[src/rtl/shift_ctrl_pkg.sv]
// Shared encodings for the shift-register command sequencer.
package shift_ctrl_pkg;

  // Command opcodes as presented on cmd_op; 3'b110/3'b111 are illegal and act as NOP.
  typedef enum logic [2:0] {
    OP_NOP  = 3'b000,
    OP_LOAD = 3'b001,
    OP_SHR  = 3'b010,
    OP_SHL  = 3'b011,
    OP_ROTR = 3'b100,
    OP_ROTL = 3'b101
  } op_e;

  // Downstream register mode pins {s1,s0}.
  typedef enum logic [1:0] {
    MODE_HOLD = 2'b00,
    MODE_SHR  = 2'b01,
    MODE_SHL  = 2'b10,
    MODE_LOAD = 2'b11
  } mode_e;

  typedef enum logic [1:0] {
    ST_IDLE,
    ST_EXEC,
    ST_DONE
  } state_e;

  // Internal action latched at accept; folds illegal ops and zero-count steps into ACT_NONE.
  typedef enum logic [2:0] {
    ACT_NONE,
    ACT_LOAD,
    ACT_SHR,
    ACT_SHL,
    ACT_ROTR,
    ACT_ROTL
  } act_e;

  function automatic act_e decode_act(input logic [2:0] op, input logic cnt_zero);
    act_e a;
    a = ACT_NONE;
    case (op)
      OP_LOAD: a = ACT_LOAD;
      OP_SHR:  a = cnt_zero ? ACT_NONE : ACT_SHR;
      OP_SHL:  a = cnt_zero ? ACT_NONE : ACT_SHL;
      OP_ROTR: a = cnt_zero ? ACT_NONE : ACT_ROTR;
      OP_ROTL: a = cnt_zero ? ACT_NONE : ACT_ROTL;
      default: a = ACT_NONE;
    endcase
    return a;
  endfunction

  function automatic mode_e act_mode(input act_e a);
    mode_e m;
    m = MODE_HOLD;
    case (a)
      ACT_LOAD:           m = MODE_LOAD;
      ACT_SHR, ACT_ROTR:  m = MODE_SHR;
      ACT_SHL, ACT_ROTL:  m = MODE_SHL;
      default:            m = MODE_HOLD;
    endcase
    return m;
  endfunction

  function automatic logic act_steps(input act_e a);
    return (a == ACT_SHR) || (a == ACT_SHL) || (a == ACT_ROTR) || (a == ACT_ROTL);
  endfunction

endpackage

[src/rtl/shift_step_counter.sv]
// Step down-counter: synchronous load, decrement enable, saturates at zero.
module shift_step_counter #(
  parameter int unsigned CNT_W = 4
) (
  input  logic             cp,
  input  logic             cr_,
  input  logic             load,
  input  logic [CNT_W-1:0] load_val,
  input  logic             dec,
  output logic [CNT_W-1:0] count,
  output logic             last
);

  // Load has priority; decrement never goes below zero.
  always_ff @(posedge cp or negedge cr_) begin
    if (!cr_) begin
      count <= '0;
    end else if (load) begin
      count <= load_val;
    end else if (dec && (count != '0)) begin
      count <= count - 1'b1;
    end
  end

  assign last = (count == CNT_W'(1));

endmodule

[src/rtl/shift_seq_ctrl.sv]
// Command sequencer driving an 8-bit universal shift register one step per cycle.
module shift_seq_ctrl
  import shift_ctrl_pkg::*;
#(
  parameter int unsigned WIDTH = 8,
  parameter int unsigned CNT_W = 4
) (
  input  logic             cp,
  input  logic             cr_,
  input  logic             cmd_valid,
  output logic             cmd_ready,
  input  logic [2:0]       cmd_op,
  input  logic [CNT_W-1:0] cmd_cnt,
  input  logic [WIDTH-1:0] cmd_data,
  input  logic             cmd_fill,
  input  logic [WIDTH-1:0] q_in,
  output logic             s1,
  output logic             s0,
  output logic             sr,
  output logic             sl,
  output logic [WIDTH-1:0] d,
  output logic             busy,
  output logic             done
);

  state_e           state;
  act_e             act;
  mode_e            mode_r;
  logic             fill_r;
  logic [WIDTH-1:0] d_r;
  logic             accept;
  act_e             next_act;
  logic [CNT_W-1:0] step_cnt;
  logic             step_last;
  logic             step_dec;
  logic             unused_q_mid;

  assign accept   = cmd_valid && cmd_ready && (state == ST_IDLE);
  assign next_act = decode_act(cmd_op, cmd_cnt == '0);
  assign step_dec = (state == ST_EXEC) && act_steps(act);

  shift_step_counter #(
    .CNT_W (CNT_W)
  ) u_cnt (
    .cp       (cp),
    .cr_      (cr_),
    .load     (accept),
    .load_val (cmd_cnt),
    .dec      (step_dec),
    .count    (step_cnt),
    .last     (step_last)
  );

  // Sequencer FSM; mode, data and handshake outputs are registered against the next state.
  always_ff @(posedge cp or negedge cr_) begin
    if (!cr_) begin
      state     <= ST_IDLE;
      act       <= ACT_NONE;
      mode_r    <= MODE_HOLD;
      fill_r    <= 1'b0;
      d_r       <= '0;
      busy      <= 1'b0;
      done      <= 1'b0;
      cmd_ready <= 1'b1;
    end else begin
      case (state)
        ST_IDLE: begin
          if (accept) begin
            state     <= ST_EXEC;
            act       <= next_act;
            mode_r    <= act_mode(next_act);
            fill_r    <= cmd_fill;
            d_r       <= (next_act == ACT_LOAD) ? cmd_data : '0;
            busy      <= 1'b1;
            cmd_ready <= 1'b0;
          end
        end
        ST_EXEC: begin
          // Single-cycle actions leave at once; stepping ones leave on the last count.
          if (!act_steps(act) || step_last || (step_cnt == '0)) begin
            state  <= ST_DONE;
            mode_r <= MODE_HOLD;
            d_r    <= '0;
            done   <= 1'b1;
          end
        end
        ST_DONE: begin
          state     <= ST_IDLE;
          act       <= ACT_NONE;
          done      <= 1'b0;
          busy      <= 1'b0;
          cmd_ready <= 1'b1;
        end
        default: begin
          state     <= ST_IDLE;
          act       <= ACT_NONE;
          mode_r    <= MODE_HOLD;
          d_r       <= '0;
          done      <= 1'b0;
          busy      <= 1'b0;
          cmd_ready <= 1'b1;
        end
      endcase
    end
  end

  assign {s1, s0} = mode_r;
  assign d        = d_r;

  // Serial inputs: fill bit for shifts, end bit of Q fed back for rotates, 0 otherwise.
  always_comb begin
    sr = 1'b0;
    sl = 1'b0;
    if (state == ST_EXEC) begin
      case (act)
        ACT_SHR:  sr = fill_r;
        ACT_SHL:  sl = fill_r;
        ACT_ROTR: sr = q_in[WIDTH-1];
        ACT_ROTL: sl = q_in[0];
        default: ;
      endcase
    end
  end

  // Only the end bits of Q matter for rotate feedback.
  assign unused_q_mid = ^q_in[WIDTH-2:1];

endmodule

[config.mk]
export PLATFORM = sky130hd
export DESIGN_NAME = shift_seq_ctrl
export DESIGN_NICKNAME = d
export VERILOG_FILES = /design/src/rtl/shift_ctrl_pkg.sv /design/src/rtl/shift_step_counter.sv /design/src/rtl/shift_seq_ctrl.sv
export SDC_FILE = /design/constraint.sdc
export NUM_CORES = 1
export LEC_CHECK = 0
export CORE_ASPECT_RATIO = 1.25
export CORE_MARGIN = 4
export CORE_UTILIZATION = 30
export CTS_CLUSTER_DIAMETER = 40
export DETAILED_ROUTE_END_ITERATION = 8
export SLEW_MARGIN = 40
export SYNTH_ARGS = -nofsm -noshare
export SYNTH_HDL_FRONTEND = slang
export SYNTH_SLANG_ARGS = --single-unit
[constraint.sdc]
create_clock -name cp -period 4 [get_ports cp]
set_input_delay 0.4 -clock cp [delete_from_list [all_inputs] [get_ports cp]]
set_output_delay 0.4 -clock cp [all_outputs]
set_load 0.02 [all_outputs]
==> impl_metrics.json, run 1 <==
{
  "status": "completed",
  "vias": 949,
  "worstMarginPinSlew_ns": 0.529,
  "clock_skew_ns": 0.00182,
  "fin_nets": 174,
  "die_w_um": 62.8,
  "start_util": 0.318,
  "leakage_uw": 0.000684,
  "die_h_um": 76.5,
  "min_period_over_period": 0.557,
  "yosysSeqAreaShare": 0.512,
  "syn_nets": 135,
  "worst_ep_required_time_ns": 3.60,
  "worst_ep_arrival_time_ns": 1.83,
  "clk_path_buf_depth": 2,
  "met1_length_um": 1010,
  "stdcell_area_mm2": 0.00157,
  "cp-end-kind": "primary output",
  "postRouteAntennaNets": 0,
  "diodes": 0,
  "crit_fanout": 8,
  "final_util": 0.442,
  "ys.flop_type": "dfrtp_1",
  "synth_top_cell_by_area": "dfrtp_1",
  "antenna_found_initial": 0,
  "clk-insertion-delay-late_ns": 0.26,
  "cts.clk_slew.worst_paths_ns": 0.08,
  "setup_viol": 0,
  "hp-class": "in -> async",
  "yosys.cell_types.count": 34,
  "syn_area_mm2": 0.00113,
  "yosys_warnings": 0,
  "drc": 0,
  "num_rows": 24,
  "numPortBuffers": 35,
  "crit_chain": "and2b_1, nand2_1, nor2_1, clkdlybuf4s50_1",
  "layout_common_cells": "clkdlybuf4s50_1 (34), dfrtp_1 (22), nor2_1 (16), nand2_1 (12), a22o_1 (8)",
  "ys_seq_elements": 23,
  "grt_max_degree": 24,
  "avgViaCountPerCell": 5.19,
  "top_layer_used": "met4",
  "cp_num_buf_inv": 1,
  "grt-ovfl-total": 0,
  "holdWs_ns": 0.110,
  "ctsHoldBuffers": 0,
  "grt_pass1_vias": 1023,
  "post-cts-setup-buffers": 0,
  "ioPinCount": 42,
  "synth_cells": 106,
  "grt_pass1_wl_um": 4470,
  "routabilityCongestion": 0.748,
  "cts_resized": 0,
  "wl_per_cell_um": 14.9,
  "cts_made_buffers": 3,
  "hold_viol_final": 0,
  "max_stage_delay_ns": 0.61,
  "gr-usage-all-layers": 0.116,
  "fin_setup_tns_ns": 0,
  "drive_gt1_frac": 0.0972,
  "dp_cells": 179,
  "power_density_mw_per_mm2": 610,
  "worstSetupPathType": "reg -> out",
  "clockRootBuffer": "clkbuf_8",
  "syn2layout_area_growth_pct": 39.2,
  "synth_area_leaders": "dfrtp_1 (49%), a22o_1 (6.2%), nor2_1 (5.3%)",
  "syn_avg_cell_area_um2": 10.6,
  "synth_enable_flop_cells": 0,
  "coreArea_mm2": 0.00354,
  "drtIter0Drc": 14,
  "final_common_cell": "clkdlybuf4s50_1",
  "slew_violations": 0,
  "slew_headroom": 0.642,
  "wirelength_um": 2730,
  "maxCapViolations": 0,
  "vdd.ir_drop.worst_mv": 0.196,
  "finalNonFillerCells": 183,
  "cts_tree": "built",
  "cts.sinks": 23,
  "rsz0062_at_grt": "no",
  "htree_levels": 1,
  "synth_top_area_share": 0.489,
  "wl_met2_um": 1450,
  "dpl_cell_area_mm2": 0.00152,
  "fmax_mhz": 449,
  "wl_met3_um": 239,
  "path_delay_family": "buffers and inverters",
  "slowest_stage": "clkdlybuf4s50_1",
  "fp.dieArea_mm2": 0.00480,
  "synth-async-reset-ratio": 1.00,
  "dr.pass1.iters": 4,
  "dpl.hpwl_um": 2120,
  "critical_path.startpoint_type": "flip-flop",
  "period_minus_slack_ns": 2.23
}
[registers in the layout (all words and copies together), names as in the netlist]
register	count
done	1
cmd_ready	1
d	8
act	3
busy	1
mode_r	2
state	2
fill_r	1
u_cnt.count	4
[area by class of cell]
| class | count | area [um2] |
|---|---|---|
| fill | 359 | 1980 |
| multi-input combinational | 76 | 526 |
| clock buffer | 4 | 45.0 |
| inverter | 5 | 18.8 |
| tap | 39 | 48.8 |
| timing repair buffer | 36 | 353 |
| sequential | 23 | 577 |
[worst paths after layout]
| check | to | cells after the start | slack [ns] | from |
|---|---|---|---|---|
| worst max-delay path | sl | 4 | 1.77 | state[1] |
| min in group cp | busy | 1 | 0.49 | busy |
| worst min-delay path | u_cnt.count[1] | 1 | 0.11 | cr_ |
| worst min register to register | busy | 1 | 0.49 | busy |
| max in group asynchronous | cmd_ready | 1 | 3.52 | cr_ |
| worst max register to register | mode_r[0] | 6 | 2.13 | u_cnt.count[0] |
[kinds of logic (layout without fill, tap and decap cells)]
kind of cell / count (synthesis) / in the layout / share of synthesized area
AO/OA/AOI/OAI: 27 / 27 / 0.209
XOR/XNOR: 3 / 3 / 0.0300
adder cells (fa/ha/maj): 3 / 3 / 0.0311
buffers and inverters: 7 / 45 / 0.0267
flip-flops: 23 / 23 / 0.512
AND/OR/NAND/NOR: 43 / 43 / 0.191
[synthesized netlist by cell type, types with 2 or more instances]
| cell | n |
|---|---|
| a211oi_1 | 3 |
| a21o_1 | 3 |
| a21oi_1 | 3 |
| a22o_1 | 8 |
| a32o_1 | 2 |
| dfrtp_1 | 22 |
| ha_1 | 2 |
| inv_1 | 5 |
| nand2_1 | 12 |
| nor2_1 | 16 |
| nor3_1 | 5 |
| nor4_1 | 2 |
| xnor2_1 | 2 |
[metal layers]
layer / track usage / vias to the layer above
met3: 0.0442 / 4
met1: 0.120 / 451
met5: 0 / -
met2: 0.211 / 39
li1: - / 455
met4: 0.0397 / 0
[worst register-to-register path, stage by stage, from the launching register on]
cell      delay [ns]
dfrtp_1         0.44
inv_1           0.08
ha_1            0.28
nor2_1          0.11
o311ai_4        0.26
o21ai_2         0.21
a221o_1         0.38
[report_power, final]
part	total, uW	switching [uW]	internal [uW]
clock network	142	70.9	71.0
registers	403	89.3	314
logic	411	218	193
[through the flow]
stage	power, uW	setup slack [ns]
2_1_floorplan	658	2.34
3_3_place_gp	807	1.78
3_5_place_dp	819	1.72
4_1_cts	967	1.76
5_1_grt	1020	1.68
6_report	956	1.77
Note: power is estimated with default switching activity, not from simulation.
==> run 2, diff against run 1 <==
==> constraint.sdc (replaced) <==
create_clock -name cp -period 2.1 [get_ports cp]
set_input_delay 0.21 -clock cp [delete_from_list [all_inputs] [get_ports cp]]
set_output_delay 0.21 -clock cp [all_outputs]
set_load 0.02 [all_outputs]
==> run 2 against run 1 <==
Effect of this change:
- first-iteration DRC count rose to 2.8 times the previous value
- largest cell class unchanged
- critical endpoint unchanged
- combinational power increased by 93%
- final area rose by 1.2%
==> impl_metrics.json, run 2 (synthesis results as in run 1) <==
{
  "layout_setup_ws_ns": 0.108,
  "cts_tree": "built",
  "clockRootBuffer": "clkbuf_8",
  "wirelength_um": 2830,
  "cp-end-kind": "primary output",
  "slew_violations": 0,
  "leakage_uw": 0.000714,
  "gr-usage-all-layers": 0.128,
  "finalPower_uw": 1830,
  "numPortBuffers": 35,
  "power_density_mw_per_mm2": 1150,
  "setup_viol": 0,
  "grt_pass1_wl_um": 5020,
  "status": "completed",
  "vdd.ir_drop.worst_mv": 0.436,
  "grt_pass1_vias": 1100,
  "num_rows": 24,
  "holdWs_ns": 0.257,
  "clock_skew_ns": 0.00109,
  "diodes": 0,
  "worstSetupPathType": "reg -> out",
  "routabilityCongestion": 0.758,
  "worst_ep_required_time_ns": 1.89,
  "critical_path.startpoint_type": "flip-flop",
  "slew_headroom": 0.678,
  "die_h_um": 76.5,
  "syn2layout_area_growth_pct": 40.9,
  "post-cts-setup-buffers": 0,
  "grt_max_degree": 15,
  "dpl_cell_area_mm2": 0.00154,
  "nFillCells": 368,
  "worst_ep_arrival_time_ns": 1.78,
  "period_minus_slack_ns": 1.99,
  "htree_levels": 1,
  "drive_gt1_frac": 0.110,
  "wl_per_cell_um": 15.3,
  "dpl.hpwl_um": 2260,
  "hp-class": "in -> async",
  "clk_path_buf_depth": 2,
  "avgViaCountPerCell": 5.16,
  "ioPinCount": 42,
  "rsz0062_at_grt": "no",
  "vias": 955,
  "worstMarginPinSlew_ns": 0.478,
  "stdcell_area_mm2": 0.00159,
  "layout_common_cells": "clkdlybuf4s50_1 (34), dfrtp_1 (22), nor2_1 (16), nand2_1 (12), a22o_1 (8)",
  "cts_resized": 0,
  "cts.sinks": 23,
  "coreArea_mm2": 0.00354,
  "fin_nets": 176,
  "dr.pass1.iters": 4,
  "clk-insertion-delay-late_ns": 0.26,
  "ctsHoldBuffers": 0,
  "drtIter0Drc": 39,
  "drc": 0,
  "min_period_over_period": 0.948,
  "antenna_found_initial": 0,
  "grt-ovfl-total": 0,
  "fmax_mhz": 502,
  "cts_made_buffers": 3,
  "cts.clk_slew.worst_paths_ns": 0.08,
  "post-place-ws_ns": 0.177,
  "hold_viol_final": 0,
  "fp.dieArea_mm2": 0.00480,
  "fin_setup_tns_ns": 0,
  "maxCapViolations": 0,
  "postRouteAntennaNets": 0,
  "die_w_um": 62.8,
  "start_util": 0.318,
  "final_common_cell": "clkdlybuf4s50_1",
  "crit_fanout": 8,
  "largest_reg_flops": 8
}
-- run 2: cell types whose count changed in the layout (fill, tap and decap cells not counted) --
cell and delta:
and2b_1 -1, and2b_2 +1, buf_2 -1, buf_4 +2, clkbuf_1 -1, clkinv_2 +1, dlymetal6s2s_1 +1, nor4bb_1 +1
nor4bb_2 -1
-- run 2: worst paths after layout --
| check | from | to | slack [ns] | cells past startpoint |
|---|---|---|---|---|
| setup / recovery | state[1] | sl | 0.11 | 4 |
| hold / removal | cr_ | u_cnt.count[2] | 0.26 | 1 |
| setup reg to reg | u_cnt.count[1] | mode_r[0] | 0.22 | 6 |
| hold reg to reg | done | done | 0.48 | 1 |
| max in group asynchronous | cr_ | fill_r | 1.28 | 2 |
| min in group cp | cmd_fill | fill_r | 0.48 | 3 |
-- run 2: metrics by stage --
step,instances,util
global route,185,0.448
CTS,185,0.447
detailed placement,181,0.434
finish,185,0.448
global placement,181,0.434
floorplan,106,-
-- run 2: final cells by class --
class | instances | area [um2] | area share
Clock buffer | 3 | 41.3 | 0.0260
Clock inverter | 1 | 5.00 | 0.00315
Inverter | 5 | 18.8 | 0.0118
Timing Repair Buffer | 38 | 375 | 0.237
Multi-Input combinational cell | 76 | 520 | 0.328
Tap cell | 39 | 48.8 | 0.0308
Sequential cell | 23 | 577 | 0.364
-- run 2: power by group --
group / total [uW] / switching, uW / internal, uW
Clock: 273 / 140 / 132
Combinational: 793 / 419 / 373
Sequential: 764 / 167 / 597
-- run 2: routing by layer --
metal / GRT usage / routed length, um / part of all wire
met5: 0 / 0 / 0
met2: 0.225 / 1430 / 0.51
met4: 0.0287 / 8 / 0.0028
met3: 0.0575 / 273 / 0.097
met1: 0.141 / 1120 / 0.39
-- run 2: worst max-delay path, cell delays in order, from the launching register on --
cell,delay [ns]
dfrtp_1,0.47
and2b_2,0.31
nand2_1,0.06
nor2_1,0.08
clkdlybuf4s50_1,0.61
==> run 3, diff against run 2 <==
--- a/config.mk
+++ b/config.mk
@@ -6,10 +6,10 @@
 export NUM_CORES = 1
 export LEC_CHECK = 0
 export CORE_ASPECT_RATIO = 1.25
-export CORE_MARGIN = 4
 export CORE_UTILIZATION = 30
 export CTS_CLUSTER_DIAMETER = 40
 export DETAILED_ROUTE_END_ITERATION = 8
+export DONT_BUFFER_PORTS = 1
 export SLEW_MARGIN = 40
 export SYNTH_ARGS = -nofsm -noshare
 export SYNTH_HDL_FRONTEND = slang
==> run 3 against run 2 <==
Effect of this change:
- largest power group is now registers
- flip-flop and latch count unchanged
- global-route usage decreased by 0.13 points
- setup slack improved by 0.14 ns
- wire length decreased by 19%
- final area decreased by 21%
- the run now ends with design-rule violations left
- die area decreased by 17%
- cell count decreased by 18%
==> impl_metrics.json, run 3 (synthesis results as in run 1) <==
{
  "met1_length_um": 947,
  "p_comb_frac": 0.320,
  "final_util": 0.352,
  "fp.dieArea_mm2": 0.00400,
  "fin_setup_tns_ns": 0,
  "hp-class": "in -> reg",
  "cts_tree": "built",
  "dr.pass1.iters": 6,
  "top_layer_used": "met4",
  "routabilityCongestion": 0.754,
  "grt_pass1_vias": 907,
  "maxCapViolations": 0,
  "r2r_slack_ns": 0.25,
  "p_sw_uw": 687,
  "min_period_over_period": 0.882,
  "rr_endpoint": "mode_r[0]",
  "start_util": 0.318,
  "largest_reg_flops": 8,
  "coreArea_mm2": 0.00354,
  "worst_r2r_path_depth": 6,
  "finalNonFillerCells": 152,
  "syn2layout_area_growth_pct": 10.7,
  "cts.sinks": 23,
  "power_density_mw_per_mm2": 1330,
  "drive_gt1_frac": 0.133,
  "avgViaCountPerCell": 5.51,
  "post-place-ws_ns": 0.232,
  "worst_ep_required_time_ns": 2.25,
  "clock_skew_ns": 0.00434,
  "gr-usage-all-layers": 0.127,
  "grt_max_degree": 24,
  "final_common_cell": "dfrtp_1",
  "slew_violations": 0,
  "critical_path.startpoint_type": "flip-flop",
  "leakage_uw": 0.000571,
  "clk-insertion-delay-late_ns": 0.26,
  "crit_fanout": 10,
  "worst_ep_arrival_time_ns": 2.01,
  "layout_setup_ws_ns": 0.249,
  "wirelength_um": 2290,
  "holdWs_ns": 0.0578,
  "status": "finished, violations left",
  "worstMarginPinSlew_ns": 0.495,
  "dpl.hpwl_um": 1760,
  "cp-end-kind": "flip-flop",
  "min_from": "cmd_fill",
  "grt-ovfl-total": 0,
  "wl_per_cell_um": 15.1,
  "cts_made_buffers": 3,
  "wl_met3_um": 162,
  "wl_met2_um": 1150,
  "fmax_mhz": 540,
  "drc": 2,
  "cts.clk_slew.worst_paths_ns": 0.08,
  "numPortBuffers": 0,
  "htree_levels": 1,
  "violations": "design-rule violations",
  "die_w_um": 56.8,
  "slew_headroom": 0.667,
  "fin_nets": 143,
  "clockRootBuffer": "clkbuf_8",
  "grt_pass1_wl_um": 3950,
  "drtIter0Drc": 30,
  "postRouteAntennaNets": 0,
  "diodes": 0,
  "die_h_um": 70.5,
  "setup_viol": 0,
  "worstSetupPathType": "reg -> reg",
  "dp_cells": 146,
  "antenna_found_initial": 0,
  "hold-path-endpoint": "fill_r",
  "vdd.ir_drop.worst_mv": 0.476,
  "rsz0062_at_grt": "no",
  "num_rows": 24,
  "holdPathStages": 2,
  "post-cts-setup-buffers": 0,
  "period_minus_slack_ns": 1.85,
  "vias": 837,
  "reg2reg_from": "u_cnt.count[0]",
  "sw_frac_of_total": 0.414,
  "internal-power_uw": 971,
  "ioPinCount": 42,
  "seqPwrFrac": 0.518,
  "clkPwrFrac": 0.162,
  "hold_viol_final": 0,
  "clk_path_buf_depth": 2,
  "layout_common_cells": "dfrtp_1 (22), nor2_1 (16), nand2_1 (12), a22o_1 (8)"
}
[run 3: cell count changes in the layout (fill, tap and decap cells not counted)]
cell	previous run	this run
clkinv_2	1	0
dlymetal6s2s_1	1	0
buf_2	0	1
clkbuf_1	0	1
dlygate4sd3_1	0	1
clkdlybuf4s50_1	34	0
and2b_1	0	1
and2b_2	1	0
[run 3: power by group through the flow]
stage               Clock [uW]  Sequential, uW  Combinational [uW]
CTS                        280             864                 538
global placement             0             861                 503
global route               297             887                 604
floorplan                    0             818                 435
detailed placement           0             869                 527
finish                     269             859                 530
[run 3: metrics by stage]
step	area, um2	power, uW
floorplan	1130	1250
global placement	1190	1360
detailed placement	1190	1400
CTS	1240	1680
global route	1250	1790
finish	1250	1660
[run 3: critical path, cell delays in order (launching register included)]
cell and delay (ns):
dfrtp_1 0.46, inv_1 0.09, ha_1 0.27, nor2_1 0.11, o311ai_4 0.25, o21ai_2 0.19, a221o_1 0.38
[run 3: timing repair]
item / CTS / global route
hold endpoints to repair: 23 / 22
hold buffers: 1 / 1
gates resized for setup: 0 / 0
setup endpoints to repair: 0 / 0
[run 3: worst max-delay path by stage]
stage                         from         to  cells after the start
floorplan           u_cnt.count[0]  mode_r[0]                      6
global placement    u_cnt.count[0]  mode_r[0]                      6
detailed placement  u_cnt.count[0]  mode_r[0]                      6
CTS                 u_cnt.count[0]  mode_r[0]                      6
global route        u_cnt.count[0]  mode_r[0]                      6
finish              u_cnt.count[0]  mode_r[0]                      6
[run 3: metal layers]
metal,vias to the layer above,track usage
met1,406,0.150
li1,393,-
met3,3,0.0407
met2,35,0.214
met4,0,0.0488
met5,-,0
[run 3: layout make-up]
type	instances	area [um2]
Inverter	5	18.8
Tap cell	39	48.8
Sequential cell	23	577
Clock buffer	4	45.0
Fill cell	372	2300
Multi-Input combinational cell	76	519
Timing Repair Buffer	5	37.5
